[src/rtl/mfcc_frame_capture.sv]
// MFCC per-frame coefficient capture buffer with random-access readback.
// Define MFCC_CAPTURE_PINGPONG_EN for a two-bank buffer (capture/read split).
module mfcc_frame_capture #(
    parameter int COEF_N  = 13,
    parameter int DATA_W  = 14,
    parameter int ADDR_W  = 8,
    parameter int SRC_LAT = 1,
    parameter int FRAME_W = 9
) (
    input  logic               clk,
    input  logic               rst_n,
    input  logic               start,
    output logic               busy,
    output logic               done,
    output logic               drop_err,
    output logic [FRAME_W-1:0] frame_cnt,
    output logic               src_en,
    output logic [ADDR_W-1:0]  src_addr,
    input  logic [DATA_W-1:0]  src_data,
    input  logic [ADDR_W-1:0]  rd_addr,
    output logic [DATA_W-1:0]  rd_data,
    output logic               rd_valid
);

    localparam int IW = (COEF_N > 1) ? $clog2(COEF_N) : 1;
`ifdef MFCC_CAPTURE_PINGPONG_EN
    localparam int MW = IW + 1;
`else
    localparam int MW = IW;
`endif
    localparam int MDEPTH = 1 << MW;

    localparam logic [1:0] S_IDLE  = 2'd0;
    localparam logic [1:0] S_FETCH = 2'd1;
    localparam logic [1:0] S_DRAIN = 2'd2;
    localparam logic [1:0] S_DONE  = 2'd3;

    logic [1:0]        state;
    logic [1:0]        state_nxt;
    logic [ADDR_W-1:0] addr_q;
    logic [2:0]        drain_q;
    logic              last_issue;
    logic              drain_end;
    logic              launch;

    logic              en_sr   [SRC_LAT];
    logic [IW-1:0]     addr_sr [SRC_LAT];
    logic              en_d;
    logic [IW-1:0]     addr_d;

    logic [DATA_W-1:0] mem [MDEPTH];
    logic [MW-1:0]     wr_idx;
    logic [MW-1:0]     rd_idx;

    assign last_issue = (state == S_FETCH) &&
                        (addr_q == ADDR_W'(COEF_N - 1));
    assign drain_end  = (state == S_DRAIN) &&
                        (drain_q == 3'(SRC_LAT - 1));
    assign launch     = start &&
                        ((state == S_IDLE) || (state == S_DONE));

    assign busy     = (state == S_FETCH) || (state == S_DRAIN);
    assign done     = (state == S_DONE);
    assign src_en   = (state == S_FETCH);
    assign src_addr = addr_q;

    assign en_d   = en_sr[SRC_LAT-1];
    assign addr_d = addr_sr[SRC_LAT-1];

`ifdef MFCC_CAPTURE_PINGPONG_EN
    logic rd_bank;
    assign wr_idx = {~rd_bank, addr_d};
    assign rd_idx = {rd_bank, rd_addr[IW-1:0]};

    // Read bank flips once the capture bank holds a complete frame
    always_ff @(posedge clk or negedge rst_n) begin
        if (!rst_n) begin
            rd_bank <= 1'b0;
        end else if (drain_end) begin
            rd_bank <= ~rd_bank;
        end
    end
`else
    assign wr_idx = addr_d;
    assign rd_idx = rd_addr[IW-1:0];
`endif

    // Next-state logic for the capture sequence
    always_comb begin
        state_nxt = state;
        case (state)
            S_IDLE:  if (start) state_nxt = S_FETCH;
            S_FETCH: if (last_issue) state_nxt = S_DRAIN;
            S_DRAIN: if (drain_end) state_nxt = S_DONE;
            S_DONE:  state_nxt = start ? S_FETCH : S_IDLE;
            default: state_nxt = S_IDLE;
        endcase
    end

    // State, issue address and drain counters
    always_ff @(posedge clk or negedge rst_n) begin
        if (!rst_n) begin
            state   <= S_IDLE;
            addr_q  <= '0;
            drain_q <= '0;
        end else begin
            state   <= state_nxt;
            addr_q  <= (state == S_FETCH && !last_issue) ?
                       addr_q + 1'b1 : '0;
            drain_q <= (state == S_DRAIN) ? drain_q + 1'b1 : '0;
        end
    end

    // Align enable/index with the source read latency
    always_ff @(posedge clk or negedge rst_n) begin
        if (!rst_n) begin
            for (int i = 0; i < SRC_LAT; i++) begin
                en_sr[i]   <= 1'b0;
                addr_sr[i] <= '0;
            end
        end else begin
            en_sr[0]   <= src_en;
            addr_sr[0] <= addr_q[IW-1:0];
            for (int i = 1; i < SRC_LAT; i++) begin
                en_sr[i]   <= en_sr[i-1];
                addr_sr[i] <= addr_sr[i-1];
            end
        end
    end

    // Status: rejected-start pulse, frame count, readable flag
    always_ff @(posedge clk or negedge rst_n) begin
        if (!rst_n) begin
            drop_err  <= 1'b0;
            frame_cnt <= '0;
            rd_valid  <= 1'b0;
        end else begin
            drop_err <= start && busy;
            if (drain_end) begin
                frame_cnt <= frame_cnt + 1'b1;
            end
            if (drain_end) begin
                rd_valid <= 1'b1;
`ifndef MFCC_CAPTURE_PINGPONG_EN
            end else if (launch) begin
                rd_valid <= 1'b0;
`endif
            end
        end
    end

    // Coefficient store; contents survive reset
    always_ff @(posedge clk) begin
        if (en_d) begin
            mem[wr_idx] <= src_data;
        end
    end

    // Registered readback, out-of-frame indices read as zero
    always_ff @(posedge clk or negedge rst_n) begin
        if (!rst_n) begin
            rd_data <= '0;
        end else if (rd_addr < ADDR_W'(COEF_N)) begin
            rd_data <= mem[rd_idx];
        end else begin
            rd_data <= '0;
        end
    end

endmodule
[config.mk]
export PLATFORM = sky130hd
export DESIGN_NAME = mfcc_frame_capture
export DESIGN_NICKNAME = d
export VERILOG_FILES = /design/src/rtl/mfcc_frame_capture.sv
export SDC_FILE = /design/constraint.sdc
export NUM_CORES = 1
export LEC_CHECK = 0
export ABC_AREA = 1
export BUFFER_PORTS_ARGS = -buffer_cell sky130_fd_sc_hd__buf_2
export CAP_MARGIN = 40
export CELL_PAD_IN_SITES_DETAIL_PLACEMENT = 0
export CELL_PAD_IN_SITES_GLOBAL_PLACEMENT = 2
export CORE_ASPECT_RATIO = 0.6
export CORE_MARGIN = 2
export CORE_UTILIZATION = 36
export DETAILED_ROUTE_END_ITERATION = 12
export HOLD_SLACK_MARGIN = 0.05
export PLACE_DENSITY = 0.77
export SLEW_MARGIN = 30
export SYNTH_ARGS = -nofsm -noshare
export SYNTH_HDL_FRONTEND = slang
export SYNTH_SLANG_ARGS = --single-unit
export TNS_END_PERCENT = 10
[constraint.sdc]
create_clock -name clk -period 2.2 [get_ports clk]
set_input_delay 0.33 -clock clk [delete_from_list [all_inputs] [get_ports clk]]
set_output_delay 0.33 -clock clk [all_outputs]
set_load 0.03 [all_outputs]
==> flow_summary.json <==
{
  "wl_per_cell_microns": 17.8,
  "die_h_microns": 142,
  "rsz0062_at_grt": "false",
  "leakagePower_nw": 5.94,
  "max_stage_delay_ns": 0.42,
  "syn_area_sq_um": 11400,
  "critPathKind": "register to output port",
  "multiInputGateArea_sq_um": 2690,
  "fin_area_sq_um": 13300,
  "cts_resized": 0,
  "hold_ws_ns": 0.185,
  "drive_gt1_frac": 0.131,
  "crit_family": "flip-flops",
  "antenna_found_initial": 0,
  "viasPerCell": 4.50,
  "ys_seq_area_frac": 0.684,
  "gp_congestion": 0.752,
  "worst-path-stages": 3,
  "r2r-end": "frame_cnt[7]",
  "fmax_mhz": 511,
  "cts_max_path_buffers": 3,
  "max_cap_violations": 0,
  "period_minus_slack_ns": 1.96,
  "num_rows": 50,
  "place_hpwl_microns": 18600,
  "post-route-period-util": 0.889,
  "rrSetupSlack_ns": 0.56,
  "fin_util": 0.427,
  "regArea_sq_um": 7800,
  "first_pass_iters": 5,
  "reg2reg_from": "state[0]",
  "stdcell_count": 1641,
  "synth_warnings": 0,
  "start_kind": "register",
  "tns_ns": 0,
  "crit_required_ns": 1.87,
  "dpl_cell_area_sq_um": 12500,
  "final_nets": 1241,
  "clock-root-buffer": "clkbuf_16",
  "antennaDiodeCount": 0,
  "cts.clk_slew.worst_paths_ns": 0.06,
  "final_cell_mix": "nand2_1 (411), edfxtp_1 (224), inv_1 (178)",
  "grt_max_degree": 77,
  "io_pins": 61,
  "crit_slowest_cell": "dfrtp_1",
  "crit_path_end_kind": "output port",
  "ir_worst_vdd_uv": 661,
  "num_vias": 7391,
  "status": "finished, final reports clean",
  "initial_core_util": 0.366,
  "grt_pass1_wl_microns": 44700,
  "reg2reg_depth": 7,
  "syn-mean-instance-area_sq_um": 10.3,
  "fin_skew_ns": 0.0107,
  "tightestPinTransition_ns": 0.526,
  "routed_wl_microns": 29200,
  "path_buf_inv": 2,
  "drc": 0,
  "die_area_sq_um": 33200,
  "syn_nets": 1145,
  "slew-limit-headroom": 0.649,
  "drv_slew": 0,
  "hold_path_end": "mem[4][1]",
  "ys_ff_latch": 267,
  "grt_usage": 0.183,
  "nFillCells": 3036,
  "cts_inserted_buffers": 26,
  "cts_sinks": 267,
  "hold_viol": 0,
  "hp-start": "src_data[1]",
  "yosysUniqueCellTypes": 25,
  "die_w_microns": 234,
  "io_buffers": 60,
  "drt-initial-drc-count": 460,
  "layout_commonest_cell": "nand2_1",
  "post_cts_buffers": 0,
  "path_max_fanout": 6,
  "setup_viol_count_final": 0,
  "clk_latency_ns": 0.53,
  "cts.htree.levels": 1,
  "min_path_cells": 1,
  "synth_cells": 1110,
  "ant_nets": 0,
  "cts_tree": "yes",
  "cp_cell_sequence": "inv_1 > ha_1 > buf_2",
  "coreArea_sq_um": 31200,
  "worstPathArrival_ns": 1.63,
  "grt_pass1_vias": 7085,
  "syn_to_final_growth_pct": 16.6,
  "hold_path_class": "input port to register",
  "dp.cells": 1592,
  "p_per_area_nw_per_um2": 895,
  "globalRoute.totalOverflow": 0
}
cell families (layout without fill, tap and decap cells):
family,Yosys count,in the layout,share of synthesized area
adder cells (fa/ha/maj),10,10,0.0110
buffers and inverters,226,341,0.0820
XOR/XNOR,10,10,0.00768
flip-flops,267,267,0.684
AO/OA/AOI/OAI,24,24,0.0112
AND/OR/NAND/NOR,573,573,0.204
synth_stat cells (all sizes together):
cell | n | area [sq um]
nor4 | 1 | 6.26
nand4 | 2 | 12.5
nand3 | 122 | 611
nor3 | 2 | 10.0
o21ai | 5 | 28.8
edfxtp | 224 | 6730
dfrtp | 43 | 1080
ha | 10 | 125
clkbuf | 4 | 15.0
nor3b | 2 | 15.0
inv | 182 | 686
nor2 | 31 | 116
xnor2 | 7 | 61.3
xor2 | 3 | 26.3
buf | 40 | 235
nand2 | 411 | 1540
nand3b | 2 | 15.0
a311oi | 1 | 8.76
a21oi | 18 | 90.1
worst reg2reg max path, cell delays in order (launching register included):
cell and delay, ns:
dfrtp_1 0.43, inv_1 0.13, ha_1 0.22, nand3_1 0.16, nor2_1 0.19, nand3_1 0.15, nor2_1 0.14, xor2_1 0.15
through the flow:
stage / total power [W] / setup slack (ns)
floorplan: 0.00707 / 0.594
global placement: 0.00774 / 0.485
detailed placement: 0.00775 / 0.461
CTS: 0.0121 / 0.206
global route: 0.0125 / 0.111
finish: 0.0119 / 0.243
registers in the layout, summed over array words and instances, names as in the netlist, 2 cells and up:
signal,flops
addr_d,4
drain_q,3
frame_cnt,9
mem,224
rd_data,14
src_addr,8
state,2
layer usage:
| metal | share of wire | vias to the layer above | track usage |
|---|---|---|---|
| met4 | 0.014 | 0 | 0.0303 |
| met1 | 0.53 | 3511 | 0.287 |
| met2 | 0.42 | 126 | 0.268 |
| met3 | 0.040 | 31 | 0.0291 |
| li1 | - | 3723 | - |
| met5 | 0 | - | 0 |
what timing repair did:
item	in CTS	in global routing
setup endpoints to repair	0	0
hold endpoints to repair	21	0
hold buffers	2	0
power by group:
part           internal, W  switching, W
clock network      0.00241       0.00187
registers          0.00580      0.000173
logic             0.000480       0.00116
final cells by class:
class | instances | share of cell area
Sequential cell | 267 | 0.587
Tap cell | 416 | 0.0391
Inverter | 182 | 0.0516
Timing Repair Buffer | 112 | 0.0591
Clock inverter | 10 | 0.00358
Clock buffer | 37 | 0.0575
Multi-Input combinational cell | 617 | 0.202
worst max path at each step:
stage                    start          to
floorplan            addr_d[2]  mem[10][0]
global placement    rd_addr[6]  rd_data[5]
detailed placement  rd_addr[6]  rd_data[4]
CTS                   state[0]        busy
global route          state[0]        busy
finish                state[0]        busy
No activity file was read; power rests on OpenSTA's default activity.
